[src/rtl/seg7_pkg.sv]
// Shared types and hex-to-segment glyph lookup for the seg7 scan driver.
// Glyphs are active-high {g,f,e,d,c,b,a}; the driver inverts them for the pins.
package seg7_pkg;

   typedef logic [6:0] seg7_t;

   localparam seg7_t GLYPH_BLANK = 7'h00;

   function automatic seg7_t hex_glyph(input logic [3:0] nib);
      seg7_t g;
      case (nib)
         4'h0:    g = 7'h3F;
         4'h1:    g = 7'h06;
         4'h2:    g = 7'h5B;
         4'h3:    g = 7'h4F;
         4'h4:    g = 7'h66;
         4'h5:    g = 7'h6D;
         4'h6:    g = 7'h7D;
         4'h7:    g = 7'h07;
         4'h8:    g = 7'h7F;
         4'h9:    g = 7'h67;
         4'hA:    g = 7'h77;
         4'hB:    g = 7'h7C;
         4'hC:    g = 7'h39;
         4'hD:    g = 7'h5E;
         4'hE:    g = 7'h79;
         4'hF:    g = 7'h71;
         default: g = GLYPH_BLANK;
      endcase
      return g;
   endfunction

endpackage

[src/rtl/seg7_prescaler.sv]
// Refresh-slot prescaler: terminal-count pulse every REFRESH_DIV clocks plus a 4-bit sub-phase.
// With SEG7_DIM_EN the slot is built from 16 sub-phases of REFRESH_DIV/16 clocks each.
module seg7_prescaler #(
   parameter int REFRESH_DIV = 100000
) (
   input  logic       clk,
   input  logic       rst_n,
   output logic       o_tc,
   output logic [3:0] o_phase
);

`ifdef SEG7_DIM_EN
   localparam int SUB_DIV = REFRESH_DIV / 16;
   localparam int SUB_W   = (SUB_DIV > 1) ? $clog2(SUB_DIV) : 1;
   localparam logic [SUB_W-1:0] SUB_LAST = SUB_W'(SUB_DIV - 1);

   logic [SUB_W-1:0] r_sub;
   logic [3:0]       r_phase;
   logic             w_sub_tc;

   assign w_sub_tc = (r_sub == SUB_LAST);

   // Two-level count: r_sub within a sub-phase, r_phase across the 16 sub-phases of a slot.
   always_ff @(posedge clk or negedge rst_n) begin
      if (!rst_n) begin
         r_sub   <= '0;
         r_phase <= 4'h0;
      end else if (w_sub_tc) begin
         r_sub   <= '0;
         r_phase <= r_phase + 4'h1;
      end else begin
         r_sub   <= r_sub + SUB_W'(1);
      end
   end

   assign o_phase = r_phase;
   assign o_tc    = w_sub_tc && (r_phase == 4'hF);
`else
   localparam int CNT_W = (REFRESH_DIV > 1) ? $clog2(REFRESH_DIV) : 1;
   localparam logic [CNT_W-1:0] CNT_LAST = CNT_W'(REFRESH_DIV - 1);

   logic [CNT_W-1:0] r_cnt;

   // Plain slot counter, 0..REFRESH_DIV-1.
   always_ff @(posedge clk or negedge rst_n) begin
      if (!rst_n) begin
         r_cnt <= '0;
      end else if (r_cnt == CNT_LAST) begin
         r_cnt <= '0;
      end else begin
         r_cnt <= r_cnt + CNT_W'(1);
      end
   end

   assign o_phase = 4'hF;
   assign o_tc    = (r_cnt == CNT_LAST);
`endif

endmodule

[src/rtl/seg7_scan_driver.sv]
// Time-multiplexed common-anode hex driver with shadow/display double buffering.
// Define SEG7_DIM_EN to enable 16-step PWM dimming of anode and decimal point.
module seg7_scan_driver
   import seg7_pkg::*;
#(
   parameter int NUM_DIGITS  = 8,
   parameter int REFRESH_DIV = 100000
) (
   input  logic                    clk,
   input  logic                    rst_n,
   input  logic                    load,
   input  logic [4*NUM_DIGITS-1:0] data,
   input  logic [NUM_DIGITS-1:0]   dp_in,
   input  logic [NUM_DIGITS-1:0]   digit_en,
   input  logic [3:0]              brightness,
   output logic [NUM_DIGITS-1:0]   an,
   output logic [6:0]              seg,
   output logic                    dp,
   output logic                    frame_done
);

   localparam int IDX_W = (NUM_DIGITS > 1) ? $clog2(NUM_DIGITS) : 1;
   localparam logic [IDX_W-1:0] LAST_IDX = IDX_W'(NUM_DIGITS - 1);

   logic                    w_tc;
   logic [3:0]              w_phase;
   logic                    w_frame_end;

   logic [IDX_W-1:0]        r_idx;
   logic [4*NUM_DIGITS-1:0] r_sh_data, r_ds_data;
   logic [NUM_DIGITS-1:0]   r_sh_dp, r_ds_dp;
   logic [NUM_DIGITS-1:0]   r_sh_en, r_ds_en;

   logic [NUM_DIGITS-1:0]   r_an;
   logic [6:0]              r_seg;
   logic                    r_dp;
   logic                    r_frame_done;

   logic                    w_digit_on;
   logic                    w_lit;
   logic [3:0]              w_nib;
   logic [NUM_DIGITS-1:0]   w_an_n;
   logic [6:0]              w_seg_n;
   logic                    w_dp_n;

   seg7_prescaler #(
      .REFRESH_DIV (REFRESH_DIV)
   ) u_prescaler (
      .clk     (clk),
      .rst_n   (rst_n),
      .o_tc    (w_tc),
      .o_phase (w_phase)
   );

`ifndef SEG7_DIM_EN
   logic w_unused_dim;
   assign w_unused_dim = ^{brightness, w_phase};
`endif

   assign w_frame_end = w_tc && (r_idx == LAST_IDX);

   // Next-output decode for the digit currently selected by r_idx.
   always_comb begin
      w_an_n     = '1;
      w_digit_on = r_ds_en[r_idx];
      w_nib      = r_ds_data[{r_idx, 2'b00} +: 4];
`ifdef SEG7_DIM_EN
      w_lit      = w_digit_on && (w_phase <= brightness);
`else
      w_lit      = w_digit_on;
`endif
      w_an_n[r_idx] = ~w_lit;
      if (w_digit_on) begin
         w_seg_n = ~hex_glyph(w_nib);
      end else begin
         w_seg_n = ~GLYPH_BLANK;
      end
      w_dp_n = ~(r_ds_dp[r_idx] & w_lit);
   end

   // Shadow capture, frame-synchronous display update, scan index and output registers.
   always_ff @(posedge clk or negedge rst_n) begin
      if (!rst_n) begin
         r_idx        <= '0;
         r_sh_data    <= '0;
         r_sh_dp      <= '0;
         r_sh_en      <= '0;
         r_ds_data    <= '0;
         r_ds_dp      <= '0;
         r_ds_en      <= '0;
         r_an         <= '1;
         r_seg        <= 7'h7F;
         r_dp         <= 1'b1;
         r_frame_done <= 1'b0;
      end else begin
         if (load) begin
            r_sh_data <= data;
            r_sh_dp   <= dp_in;
            r_sh_en   <= digit_en;
         end
         // The display copies the pre-edge shadow, so a coincident load waits a frame.
         if (w_frame_end) begin
            r_ds_data <= r_sh_data;
            r_ds_dp   <= r_sh_dp;
            r_ds_en   <= r_sh_en;
         end
         if (w_tc) begin
            r_idx <= (r_idx == LAST_IDX) ? '0 : r_idx + IDX_W'(1);
         end
         r_frame_done <= w_frame_end;
         r_an         <= w_an_n;
         r_seg        <= w_seg_n;
         r_dp         <= w_dp_n;
      end
   end

   assign an         = r_an;
   assign seg        = r_seg;
   assign dp         = r_dp;
   assign frame_done = r_frame_done;

endmodule

[config.mk]
export PLATFORM = sky130hd
export DESIGN_NAME = seg7_scan_driver
export DESIGN_NICKNAME = d
export VERILOG_FILES = /design/src/rtl/seg7_pkg.sv /design/src/rtl/seg7_prescaler.sv /design/src/rtl/seg7_scan_driver.sv
export SDC_FILE = /design/constraint.sdc
export NUM_CORES = 1
export LEC_CHECK = 0
export ABC_AREA = 1
export BUFFER_PORTS_ARGS = -buffer_cell sky130_fd_sc_hd__buf_2
export CAP_MARGIN = 20
export CORE_MARGIN = 1.5
export CORE_UTILIZATION = 45
export CTS_BUF_LIST = sky130_fd_sc_hd__clkbuf_4 sky130_fd_sc_hd__clkbuf_8
export CTS_CLUSTER_DIAMETER = 40
export DETAILED_ROUTE_END_ITERATION = 16
export PLACE_DENSITY = 0.74
export SETUP_SLACK_MARGIN = 0.15
export SLEW_MARGIN = 20
export SYNTH_ARGS = -nofsm -noshare
export SYNTH_HDL_FRONTEND = slang
export SYNTH_SLANG_ARGS = --single-unit
[constraint.sdc]
create_clock -name clk -period 3.3 [get_ports clk]
set_input_delay 0.495 -clock clk [delete_from_list [all_inputs] [get_ports clk]]
set_output_delay 0.495 -clock clk [all_outputs]
set_load 0.02 [all_outputs]
==> out/summary.md, run 1 <==
The fraction of layout instances using a drive strength above 1 works out to 17.54%. Once the floorplan was initialized, standard cells occupied 46.21% of the core. The top cell type by total area after synthesis was sky130_fd_sc_hd__dfrtp_1.

The insertion delay to the later sink of the worst-skew pair was 450 ps. Across the run, the number of max-cap violations was 0. Post-synthesis simple-gate area fraction: 20.66%. The analysis attributes to net switching a power of 763.5 uW. The number of antenna diodes was 0; the number of enable-type register cells in the synthesized netlist was 0. Sequential cells were found to cover 57.41% of the synthesized design area. In this run the critical register-to-register path is captured at seg[3]. The number of nets in the synthesized netlist is 751. CTS built an H-tree with a depth of 4. The die width is 116.8 um, and the quantity of hold-fixing buffers added after cts is 0. Die footprint: 0.01365 mm^2. Setup repair after global routing left no endpoint under its margin. Timing would allow up to 458.3 MHz. Global routing consumed, on the met3 layer, 5.458% of the routing resources.

STA classifies the critical path startpoint as a register. The routed wirelength normalized by instance count was 11.91 um; the clock group share of total power was 42.4%. Ranked by instance count, the synthesized netlist is headed by 228 x sky130_fd_sc_hd__nand2_1, 117 x sky130_fd_sc_hd__dfrtp_1, 86 x sky130_fd_sc_hd__inv_1. Buffers placed on the I/O ports in this run total 67. Sequential cells account for 52.9% of the total power. The logs give 3680 ps for the required arrival time at the worst endpoint and 26 for the count of different cell masters after synthesis. The number of cells upsized or downsized after cts came out at 0. The dominant combinational cell family by area after synthesis is simple AND/OR/NAND/NOR gates.

Of the post-synthesis cell area, the part taken by muxes is 0%. The DRC violation count after routing was 0; the total global routing overflow was 0. At the end of the flow the core is filled with cells to 52.93%. Maximum vdd drop: 0.3231 mV. sky130_fd_sc_hd__nand2_1 is the most common cell in the netlist. Relative slew slack: 46.88%. The first routing iteration left 282 violations. Buffers added to address setup during post-CTS repair amount to 0. The clock net in this run drives a total of 133 sinks. Path class of the lowest-slack min-delay path: input pin to async pin.

For the pin with the worst max-slew slack, the measured transition is 796.7 ps. The worst hold slack after final layout is 130.6 ps. Summing the areas of all xor and xnor instances in the mapped netlist gives 1.051% of the synthesized area. The net count reported at finish was 814.

The logs give 11140 um for the total wire length after detailed routing and 28.50% for the met2 usage. The tools report the placement row count as 41. The Yosys step of the flow raised 0 warnings. The die is 116.8 um tall. Setup slack on the worst reg-to-reg path comes out at 1120 ps. 72 I/O pins were placed. The count of final hold-check violations came out at 0. Setup violations remaining at the end of the flow were counted as 0.

The region available for standard cell placement spans 0.01262 mm^2. The critical path is of the register to register type. Subtracting the final worst setup slack from the clock period gives 2182 ps. The tools report the initial antenna violation count as 0. STA puts the critical path data arrival time at 2560 ps. Using the TritonRoute via totals, the vias-per-cell ratio works out to 4.722. The synthesis-to-layout area growth works out to 14.55%. Worst flop-to-flop path startpoint: r_idx[0]. The post-synthesis sequential element count is 133, and the total power per unit cell area is 479.3 mW/mm^2. Maximum clock skew at final layout: 11.12 ps. The internal power of the cells totals 2438 uW. The synthesized area was 0.005832 mm^2. The routed layout has 4420 vias.

The number of buffers between clock root and the deepest sink was 2; the via count of the first global-routing pass was 4172. The half-perimeter wire length after detailed placement came out at 7605 um. Adding up every negative setup slack in the final design gives 0 ps. The max-slew violation total from the final report came out at 0. Post-synthesis share of cell area spent on full adders, half adders and majority gates: 1.716%. The run gives 1198 as the number of fillers in the final layout.

Across every metal layer, demand over resource in global routing totals 18.64%. The first global-routing pass estimated 19490 um of wire. In this run the mean area of a mapped cell was 8.477 um^2. Net switching is 23.85% of the power.

Synthesis produced 688 cells. After clock tree synthesis, the clock-pin slew on the worst setup and hold paths is 80 ps. After synthesis, the largest area contributor takes up 50.20% of total cell area.

The run finished with clean final reports. The standby leakage power was 0.003366 uW. The tree is rooted in a sky130_fd_sc_hd__clkbuf_8. By area the synthesized netlist is led by sky130_fd_sc_hd__dfrtp_1 50%, sky130_fd_sc_hd__nand2_1 15%, sky130_fd_sc_hd__dfstp_2 7.2%, sky130_fd_sc_hd__o21ai_0 6.9%, sky130_fd_sc_hd__inv_1 5.5%. Global routing used 25.41% of the available met1 tracks. TritonCTS built the clock tree.

Top flip-flop cell by instance count after synthesis: sky130_fd_sc_hd__dfrtp_1. Along the worst path, the maximum fanout reaches 26. TritonCTS created 17 clock buffers.

For the residual antenna-violating net count after detailed routing, the log shows 0. Part of the total power dissipated in combinational logic: 4.7%. The layer carrying the most global-route usage was met2. Measured in cells, the most critical reg-to-reg path has a length of 14. For this run, the detailed router's first-pass iteration total came to 5.

The worst path uses 66.12% of the clock period. The routability congestion estimate came out at 0.8185. The maximum number of pins on one net before global-route repair is 97. The synthesized netlist devotes 10.49% of its cell area to compound gates.

The worst setup path is captured at a register. After synthesis, the share of flip-flops with an asynchronous set or reset is 100.0%.
==> metrics by stage <==
step / area (um^2) / worst slack [ps] / total power [uW] / instances
6_report: 6680 / 1118 / 3202 / 936
5_1_grt: 6680 / 864.5 / 3342 / 936
4_1_cts: 6680 / 1121 / 3243 / 936
3_5_place_dp: 6279 / 1152 / 1880 / 904
3_3_place_gp: 6279 / 1159 / 1874 / 904
2_1_floorplan: 5832 / 1523 / 1789 / 688
==> layer usage <==
metal / routed length (um) / vias up / share of wire (%)
li1: - / 2258 / -
met4: 156 / 0 / 1.4
met2: 5198 / 90 / 47
met5: 0 / - / 0
met3: 492 / 14 / 4.4
met1: 5297 / 2058 / 48
==> registers in the layout (all words and copies together) (netlist names) <==
register           flops
r_idx                  3
r_sh_dp                8
r_sh_data             32
frame_done             1
dp                     1
r_ds_en                8
r_sh_en                8
seg                    7
an                     8
u_prescaler.r_cnt     17
r_ds_data             32
r_ds_dp                8
==> power by group through the flow <==
stage / sequential (uW) / combinational, uW / clock (uW)
final: 1690 / 150 / 1360
after global routing: 1700 / 177 / 1470
after CTS: 1690 / 156 / 1390
after detailed placement: 1730 / 155 / 0
after global placement: 1720 / 150 / 0
after floorplan: 1720 / 65.7 / 0
==> worst max-delay path by stage <==
stage,start,endpoint,slack [ps],cells past startpoint
final,r_idx[0],seg[3],1120,14
after global routing,r_idx[0],seg[3],860,14
after global placement,r_idx[1],seg[3],1160,12
after CTS,r_idx[1],seg[3],1120,12
after floorplan,r_idx[0],seg[3],1520,15
after detailed placement,r_idx[1],seg[3],1150,12
==> cell type report <==
class	count	area, um^2	share of cell area, %
Clock buffer	19	255.2	3.821
Sequential cell	133	3348	50.12
Multi-Input combinational cell	436	1978	29.61
Tap cell	172	215.2	3.222
Inverter	89	334.1	5.001
Clock inverter	13	146.4	2.191
Timing Repair Buffer	74	402.9	6.031
==> cells in the final DEF (no fill, tap or decap) <==
cell and instances:
sky130_fd_sc_hd__xnor2_1 1, sky130_fd_sc_hd__clkbuf_4 1, sky130_fd_sc_hd__a21oi_1 7, sky130_fd_sc_hd__buf_4 7
sky130_fd_sc_hd__nor3_1 4, sky130_fd_sc_hd__nand3b_1 1, sky130_fd_sc_hd__o21ai_0 80, sky130_fd_sc_hd__nand2_1 228
sky130_fd_sc_hd__nor3_2 1, sky130_fd_sc_hd__inv_6 4, sky130_fd_sc_hd__nand4_1 4, sky130_fd_sc_hd__buf_12 1
sky130_fd_sc_hd__nor2_2 2, sky130_fd_sc_hd__o21ai_1 32, sky130_fd_sc_hd__a22oi_1 1, sky130_fd_sc_hd__dfstp_2 16
sky130_fd_sc_hd__xor2_1 6, sky130_fd_sc_hd__ha_1 8, sky130_fd_sc_hd__nand3_1 21, sky130_fd_sc_hd__clkinvlp_4 5
sky130_fd_sc_hd__buf_2 66, sky130_fd_sc_hd__inv_2 3, sky130_fd_sc_hd__clkinv_2 1, sky130_fd_sc_hd__nor2_4 2
sky130_fd_sc_hd__clkinv_4 1, sky130_fd_sc_hd__inv_1 86, sky130_fd_sc_hd__nand2_2 3, sky130_fd_sc_hd__a31o_2 1
sky130_fd_sc_hd__dfrtp_1 117, sky130_fd_sc_hd__nor2_1 34, sky130_fd_sc_hd__bufinv_16 2, sky130_fd_sc_hd__clkbuf_8 18
==> critical path, stage by stage, from the launching register on <==
cell and delay (ps):
sky130_fd_sc_hd__dfrtp_1 390, sky130_fd_sc_hd__inv_2 360, sky130_fd_sc_hd__nand2_1 100, sky130_fd_sc_hd__nand2_1 90
sky130_fd_sc_hd__nand2_1 50, sky130_fd_sc_hd__nand2_1 80, sky130_fd_sc_hd__nand2_1 80, sky130_fd_sc_hd__nand2_1 150
sky130_fd_sc_hd__inv_1 110, sky130_fd_sc_hd__ha_1 320, sky130_fd_sc_hd__inv_1 80, sky130_fd_sc_hd__o21ai_0 90
sky130_fd_sc_hd__nand2_1 70, sky130_fd_sc_hd__nand2_1 50, sky130_fd_sc_hd__nand3_1 100
==> cells by family (layout without fill, tap and decap cells) <==
group | Yosys count | count (layout)
simple gates | 300 | 300
flops | 133 | 133
compound gates | 121 | 121
buf+inv | 119 | 195
fa+ha+maj | 8 | 8
xor+xnor | 7 | 7
Note: power is estimated with default switching activity, not from simulation.
==> inputs of run 2 (changes only) <==
--- a/config.mk
+++ b/config.mk
@@ -13,7 +13,7 @@
 export CTS_BUF_LIST = sky130_fd_sc_hd__clkbuf_4 sky130_fd_sc_hd__clkbuf_8
 export CTS_CLUSTER_DIAMETER = 40
 export DETAILED_ROUTE_END_ITERATION = 16
-export PLACE_DENSITY = 0.74
+export PLACE_DENSITY = 0.77
 export SETUP_SLACK_MARGIN = 0.15
 export SLEW_MARGIN = 20
 export SYNTH_ARGS = -nofsm -noshare
==> constraint.sdc (replaced) <==
create_clock -name clk -period 1.79 [get_ports clk]
set_input_delay 0.2685 -clock clk [delete_from_list [all_inputs] [get_ports clk]]
set_output_delay 0.2685 -clock clk [all_outputs]
set_load 0.02 [all_outputs]
==> out/summary.md, run 2 (synthesis gave the netlist of run 1 again) <==
The half-perimeter wire length after detailed placement was 8082 um (was 7605 um); the met1 layer usage reported by global route was 26.36% (was 25.41%). The fraction of layout instances using a drive strength above 1 was 33.17% (was 17.54%); the depth of the most critical reg-to-reg path was 14 (unchanged). Relative slew slack: 71.89% (was 46.88%).

Clock tree root buffer cell: sky130_fd_sc_hd__clkbuf_8 (unchanged). The area inside the core boundary is 0.01262 mm^2 (unchanged), and the max-slew violation total from the final report is 0 (unchanged). The wire length of the first global-routing pass is 20600 um (was 19490 um), and the maximum vdd drop is 0.6790 mV (was 0.3231 mV).

The most common cell type on the critical path is sky130_fd_sc_hd__nand2_1 (unchanged). The clock-pin slew on the worst setup and hold paths was 70 ps (was 80 ps). The classification of the worst setup path was register to register (unchanged). The tools report the final setup violation count as 0 (unchanged). The register area is 0.003351 mm^2 (was 0.003348 mm^2). The total power per unit cell area was 756.9 mW/mm^2 (was 479.3 mW/mm^2); the insertion delay to the later sink of the worst-skew pair was 460 ps (was 450 ps). The number of cells traversed by the worst hold path was 3.

Registers with the highest flip-flop counts: r_ds_data: 32 flops, r_sh_data: 32 flops, u_prescaler.r_cnt: 17 flops (unchanged). The net count reported at finish is 864 (was 814), and the number of design-rule violations left by the first detailed-router iteration is 502 (was 282). For the worst-case setup margin in the final layout, the log shows 38.21 ps (was 1118 ps).

The layer carrying the most global-route usage was met2 (unchanged). For the via count of the first global-routing pass, the log shows 4451 (was 4172). Capturing point of the worst reg2reg path: seg[3] (unchanged). The effective utilization at floorplan came out at 46.21% (unchanged). The post-detailed-route via-to-cell ratio came out at 5.132 (was 4.722). The critical path arrival is 2120 ps (was 2560 ps), and the total global routing overflow is 0 (unchanged).

The fmax is 570.8 MHz (was 458.3 MHz). The die width was 116.8 um (unchanged); the required arrival time at the worst endpoint was 2160 ps (was 3680 ps). The total number of clock tree sinks was 133 (unchanged); the standby leakage power was 0.003817 uW (was 0.003366 uW). The synthesis-to-layout area growth is 32.57% (was 14.55%), and the met2 usage is 31.31% (was 28.50%). The CTS H-tree depth is 4 (unchanged), and the routed via count is 5060 (was 4420). Count of placed standard cells including taps: 918 (was 904).

The DRC violation count after routing came out at 0 (unchanged). The routed wirelength normalized by instance count works out to 15.00 um (was 11.91 um). The run gives 0.8513 (was 0.8185) as the routability congestion estimate.

The minimum period implied by the final worst setup slack was 1752 ps (was 2182 ps). The family of cells with the greatest summed delay on the critical path was simple AND/OR/NAND/NOR gates (unchanged). The run gives 0 (unchanged) as the initial antenna violation count. The worst path buffer plus inverter count was 3 (unchanged); the fraction of the core area covered by cells at the end of the flow was 61.26% (was 52.93%). The logs give 986 (was 936) for the number of standard cells in the final layout excluding fillers and 41 (unchanged) for the placement row count. Setup repair after global routing could not meet its margin everywhere. The startpoint identified for the worst hold timing path is data[13]. The post-route setup TNS came out at 0 ps (unchanged). Endpoint class of the critical path: a register (unchanged). The total wire length after detailed routing was 14790 um (was 11140 um). The cell with the largest stage delay on the worst path was sky130_fd_sc_hd__dfrtp_2 (was sky130_fd_sc_hd__dfrtp_1). The most frequent standard cell in the layout excluding fill and tap cells was sky130_fd_sc_hd__nand2_1 (unchanged). The tools report the number of buffers between clock root and the deepest sink as 2 (unchanged). Overall track demand over capacity in global routing: 19.84% (was 18.64%).

The number of fillers in the final layout came out at 985 (was 1198). Slew at the pin closest to its max-slew limit: 421.7 ps (was 796.7 ps). The highest fanout seen on the critical path works out to 6 (was 26). The run gives 0 (unchanged) as the count of final hold-check violations. The tools report the die footprint as 0.01365 mm^2 (unchanged). The number of iterations in the first detailed-routing pass was 5 (unchanged). Startpoint class of the critical path: a register (unchanged). The delay of the slowest cell on the worst path is 450 ps (was 390 ps). The tools report the worst hold endpoint as r_sh_data[13]. The tools report the TritonCTS buffer count as 17 (unchanged).

The number of antenna diodes was 0 (unchanged). The period utilization is 97.87% (was 66.12%), and the residual antenna-violating net count after detailed routing is 0 (unchanged). The run gives 97 (unchanged) as the maximum number of pins on one net before global-route repair. The worst slack at placement came out at -7.315 ps (was 1152 ps). Cell-by-cell listing of the critical path: buf_4, nand2_1, nand2_1, nand2_1, nand2_1, nand2_2, nand2_2, inv_2, ha_4, inv_2, o21ai_1, nand2_1, nand2_1, nand3_2 (was inv_2, nand2_1, nand2_1, nand2_1, nand2_1, nand2_1, nand2_1, inv_1, ha_1, inv_1, o21ai_0, nand2_1, nand2_1, nand3_1). The flow ran to the end, and the final reports show no timing, DRC or antenna violations. Worst flop-to-flop path startpoint: r_idx[0] (unchanged). The maximum clock skew at final layout came out at 15.26 ps (was 11.12 ps).

Met3 layer usage reported by global route: 5.046% (was 5.458%). Commonest cells after routing, fill and taps aside: 182 x sky130_fd_sc_hd__nand2_1, 115 x sky130_fd_sc_hd__dfrtp_1, 83 x sky130_fd_sc_hd__inv_1, 66 x sky130_fd_sc_hd__buf_2, 56 x sky130_fd_sc_hd__o21ai_0 (was 228 x sky130_fd_sc_hd__nand2_1, 117 x sky130_fd_sc_hd__dfrtp_1, 86 x sky130_fd_sc_hd__inv_1, 80 x sky130_fd_sc_hd__o21ai_0, 66 x sky130_fd_sc_hd__buf_2). The combined area of the multi-input logic cells was 0.002407 mm^2 (was 0.001978 mm^2); the count of boundary I/O pins was 72 (unchanged). The count of buffers from port buffering is 67 (unchanged). For the max-capacitance violation count, the log shows 0 (unchanged).

The die span in y is 116.8 um (unchanged). The path class of the lowest-slack min-delay path was input pin to register (was input pin to async pin). TritonCTS built the clock tree.

Worst reg-to-reg setup slack: 40 ps (was 1120 ps).
==> run 2: cell types whose count changed in the layout (fill, tap and decap cells not counted), moves of 5 or more <==
cell,previous run,this run
sky130_fd_sc_hd__ha_1,8,2
sky130_fd_sc_hd__buf_4,7,34
sky130_fd_sc_hd__nand2_1,228,182
sky130_fd_sc_hd__clkbuf_16,0,8
sky130_fd_sc_hd__buf_6,0,5
sky130_fd_sc_hd__nand2_4,0,17
sky130_fd_sc_hd__nand2_2,3,31
sky130_fd_sc_hd__o21ai_2,0,23
sky130_fd_sc_hd__clkbuf_4,1,7
sky130_fd_sc_hd__o21ai_0,80,56
==> run 2: worst max-delay path by stage <==
stage	from	slack (ps)	end	cells past startpoint
2_1_floorplan	r_idx[0]	140	seg[3]	15
3_3_place_gp	r_idx[0]	20	seg[3]	14
3_5_place_dp	r_idx[0]	-7	seg[3]	14
4_1_cts	r_idx[0]	90	seg[3]	14
5_1_grt	r_idx[0]	-60	seg[3]	14
6_report	r_idx[0]	40	seg[3]	14
==> run 2: area by class of cell <==
type                    instances  area share (%)
clock buffers                  28           4.418
well taps                     172           2.784
multi-input cells             438           31.14
inverters                      89           4.483
clock inverters                 4          0.6150
repair buffers                122           13.22
flip-flops and latches        133           43.34
==> run 2: stage by stage <==
step / hold slack [ps] / instance area [um^2] / total power, uW
2_1_floorplan: -27.09 / 5869 / 3298
3_3_place_gp: 237.4 / 6451 / 3458
3_5_place_dp: 242.3 / 6451 / 3472
4_1_cts: 11.10 / 7088 / 5867
5_1_grt: 24.00 / 7731 / 6087
6_report: 20.05 / 7731 / 5852
==> run 2: repair_timing <==
item	CTS	global route
hold buffers	1	0
gates cloned	3	12
hold endpoints to repair	13	0
setup endpoints to repair	57	59
setup buffers	13	7
pin swaps	9	11
gates resized for setup	30	114
==> run 2: metal layers <==
metal  part of all wire, %  routed length (um)
met1                    42                6177
met2                    48                7139
met3                   6.4                 945
met4                   3.5                 524
met5                     0                   0
==> run 2: report_power, final <==
part	internal, uW	switching, uW
Combinational	97.2	200
Clock	1350	1080
Sequential	3100	25.6
Total	4550	1300
==> run 2: worst register-to-register path, delay by kind of cell, from the launching register on <==
kind	cells	cell delay, ps
AO/OA/AOI/OAI	1	60
flip-flops	1	450
adder cells (fa/ha/maj)	1	260
buffers and inverters	3	280
AND/OR/NAND/NOR	9	630
==> inputs of run 3 (changes only) <==
--- a/config.mk
+++ b/config.mk
@@ -8,6 +8,7 @@
 export ABC_AREA = 1
 export BUFFER_PORTS_ARGS = -buffer_cell sky130_fd_sc_hd__buf_2
 export CAP_MARGIN = 20
+export CORE_ASPECT_RATIO = 1.25
 export CORE_MARGIN = 1.5
 export CORE_UTILIZATION = 45
 export CTS_BUF_LIST = sky130_fd_sc_hd__clkbuf_4 sky130_fd_sc_hd__clkbuf_8
==> out/summary.md, run 3 (synthesis gave the netlist of run 1 again) <==
The run finished, with violations left. The final reports fail on negative setup slack. Path class of the lowest-slack min-delay path: input pin to register (unchanged). The tools report the clock tree root buffer cell as sky130_fd_sc_hd__clkbuf_8 (unchanged). The tools report the TritonCTS buffer count as 17 (unchanged). Residual antenna-violating net count after detailed routing: 0 (unchanged). The run gives 4 (unchanged) as the CTS H-tree depth. The relative slew slack was 78.84% (was 71.89%); the final setup violation count was 5 (was 0). The run gives 6 (was 5) as the number of iterations in the first detailed-routing pass. For the number of standard cells in the final layout excluding fillers, the log shows 992 (was 986). The maximum vdd drop came out at 0.5630 mV (was 0.6790 mV).

The DRC violation count after routing came out at 0 (unchanged). For the half-perimeter wire length after detailed placement, the log shows 8314 um (was 8082 um). Max-capacitance violation count: 0 (unchanged).

The standby leakage power was 0.003885 uW (was 0.003817 uW); the highest fanout seen on the critical path was 10 (was 6). The post-detailed-route via-to-cell ratio works out to 5.089 (was 5.132). The tools report the total number of clock tree sinks as 133 (unchanged). The required arrival time at the worst endpoint was 2160 ps (about the same); the minimum period implied by the final worst setup slack was 1905 ps (was 1752 ps).

The logs give 0 (unchanged) for the total global routing overflow and 97 (unchanged) for the maximum number of pins on one net before global-route repair. The count of final hold-check violations came out at 0 (unchanged). The run gives 0.007845 mm^2 (was 0.007731 mm^2) as the total non-filler cell area in the finished layout. The number of design-rule violations left by the first detailed-router iteration is 419 (was 502), and the overall track demand over capacity in global routing is 20.14% (was 19.84%). The routed via count was 5048 (was 5060); the die span in y was 130.3 um (was 116.8 um).

Effective utilization at floorplan: 46.06% (was 46.21%). Registers with the highest flip-flop counts: r_ds_data: 32 flops, r_sh_data: 32 flops, u_prescaler.r_cnt: 17 flops (unchanged). The most frequent standard cell in the layout excluding fill and tap cells is sky130_fd_sc_hd__nand2_1 (unchanged). The net count reported at finish was 874 (was 864). The fraction of the core area covered by cells at the end of the flow came out at 61.96% (was 61.26%). Commonest cells after routing, fill and taps aside: 185 x sky130_fd_sc_hd__nand2_1, 115 x sky130_fd_sc_hd__dfrtp_1, 79 x sky130_fd_sc_hd__inv_1, 67 x sky130_fd_sc_hd__buf_2, 57 x sky130_fd_sc_hd__o21ai_0 (was 182 x sky130_fd_sc_hd__nand2_1, 115 x sky130_fd_sc_hd__dfrtp_1, 83 x sky130_fd_sc_hd__inv_1, 66 x sky130_fd_sc_hd__buf_2, 56 x sky130_fd_sc_hd__o21ai_0).

For the max-slew violation total from the final report, the log shows 0 (unchanged). The slew at the pin closest to its max-slew limit was 317.1 ps (was 421.7 ps); the final total power was 5950 uW (was 5852 uW). Count of boundary I/O pins: 72 (unchanged). The tools report the startpoint class of the critical path as a register (unchanged). For the area inside the core boundary, the log shows 0.01266 mm^2 (was 0.01262 mm^2). The die footprint came out at 0.01366 mm^2 (was 0.01365 mm^2). The period utilization came out at 106.4% (was 97.87%). For the fmax, the log shows 524.9 MHz (was 570.8 MHz). The count of buffers from port buffering was 67 (unchanged); the critical path arrival was 2270 ps (was 2120 ps). The classification of the worst setup path was register to register (unchanged). The worst-case setup margin in the final layout came out at -115.2 ps (was 38.21 ps).

The endpoint class of the critical path was a register (unchanged). The via count of the first global-routing pass was 4668 (was 4451). The run gives 15580 um (was 14790 um) as the total wire length after detailed routing.

The count of placed standard cells including taps came out at 915 (was 918). The synthesis-to-layout area growth was 34.52% (was 32.57%). The routability congestion estimate was 0.8143 (was 0.8513); the insertion delay to the later sink of the worst-skew pair was 460 ps (about the same). The run gives 21400 um (was 20600 um) as the wire length of the first global-routing pass. TritonCTS built the clock tree.

The number of antenna diodes is 0 (unchanged). The post-placement cell area is 0.006466 mm^2 (was 0.006451 mm^2). The number of buffers between clock root and the deepest sink was 2 (unchanged). The routed wirelength normalized by instance count is 15.70 um (was 15.00 um). For the placement row count, the log shows 46 (was 41).

The clock-pin slew on the worst setup and hold paths works out to 80 ps (was 70 ps). The number of fillers in the final layout was 980 (was 985); the fraction of layout instances using a drive strength above 1 was 34.95% (was 33.17%). The maximum clock skew at final layout was 16.90 ps (was 15.26 ps). The total power per unit cell area was 758.4 mW/mm^2 (was 756.9 mW/mm^2). The die width came out at 104.8 um (was 116.8 um).

Setup repair after global routing could not meet its margin everywhere. The initial antenna violation count is 0 (unchanged).
[run 3: through the flow]
| stage | hold slack [ps] | setup slack, ps | TNS, ps |
|---|---|---|---|
| floorplan | -27.09 | 142.7 | 0 |
| global placement | 173.5 | 29.81 | 0 |
| detailed placement | 174.0 | -2.517 | -2.517 |
| CTS | 4.225 | 49.97 | 0 |
| global route | 11.32 | -197.3 | -1028 |
| finish | 16.09 | -115.2 | -201.1 |
[run 3: worst paths after layout]
path                          startpoint              endpoint  slack [ps]  cells past startpoint
setup / recovery                r_idx[0]                seg[1]        -120                     12
max in group asynchronous          rst_n  u_prescaler.r_cnt[5]         940                      3
hold / removal                  data[30]         r_sh_data[30]          20                      3
hold reg to reg            r_ds_data[21]         r_ds_data[21]         490                      2
setup reg to reg                r_idx[0]                seg[1]        -120                     12
min in group asynchronous          rst_n            r_sh_dp[5]         250                      2
[run 3: area by class of cell]
class | instances | area, um^2 | share of cell area [%]
multi-input combinational | 436 | 2414 | 30.77
tap | 168 | 210.2 | 2.679
clock buffer | 23 | 291.5 | 3.716
clock inverter | 9 | 105.1 | 1.340
inverter | 89 | 346.6 | 4.418
timing repair buffer | 134 | 1127 | 14.37
sequential | 133 | 3351 | 42.71
[run 3: worst max-delay path, cell delays in order, from the launching register on]
cell	delay (ps)
sky130_fd_sc_hd__dfrtp_2	460
sky130_fd_sc_hd__clkinv_4	110
sky130_fd_sc_hd__buf_6	120
sky130_fd_sc_hd__buf_4	110
sky130_fd_sc_hd__buf_6	100
sky130_fd_sc_hd__nor2_1	30
sky130_fd_sc_hd__o21ai_1	130
sky130_fd_sc_hd__nand2_1	100
sky130_fd_sc_hd__nand2_1	140
sky130_fd_sc_hd__nand2_4	120
sky130_fd_sc_hd__buf_4	160
sky130_fd_sc_hd__a21oi_1	150
sky130_fd_sc_hd__nand2_1	90
[run 3: timing repair]
item	4_1_cts	5_1_grt
cloned	1	9
hold buffers	1	0
pin swaps	25	24
endpoints found under the hold margin	37	0
endpoints found under the setup margin	56	59
buffers inserted	22	12
resized for setup	40	123
[run 3: metal layers]
layer | track usage [%] | share of wire, % | up-vias
li1 | - | - | 2382
met1 | 24.17 | 40 | 2385
met2 | 35.49 | 50 | 226
met3 | 4.046 | 6.0 | 55
met4 | 8.541 | 3.5 | 0
met5 | 0 | 0 | -
[run 3: where the power goes]
group,internal [uW],switching (uW)
combinational,99.9,208
sequential,3100,27.8
clock,1360,1150
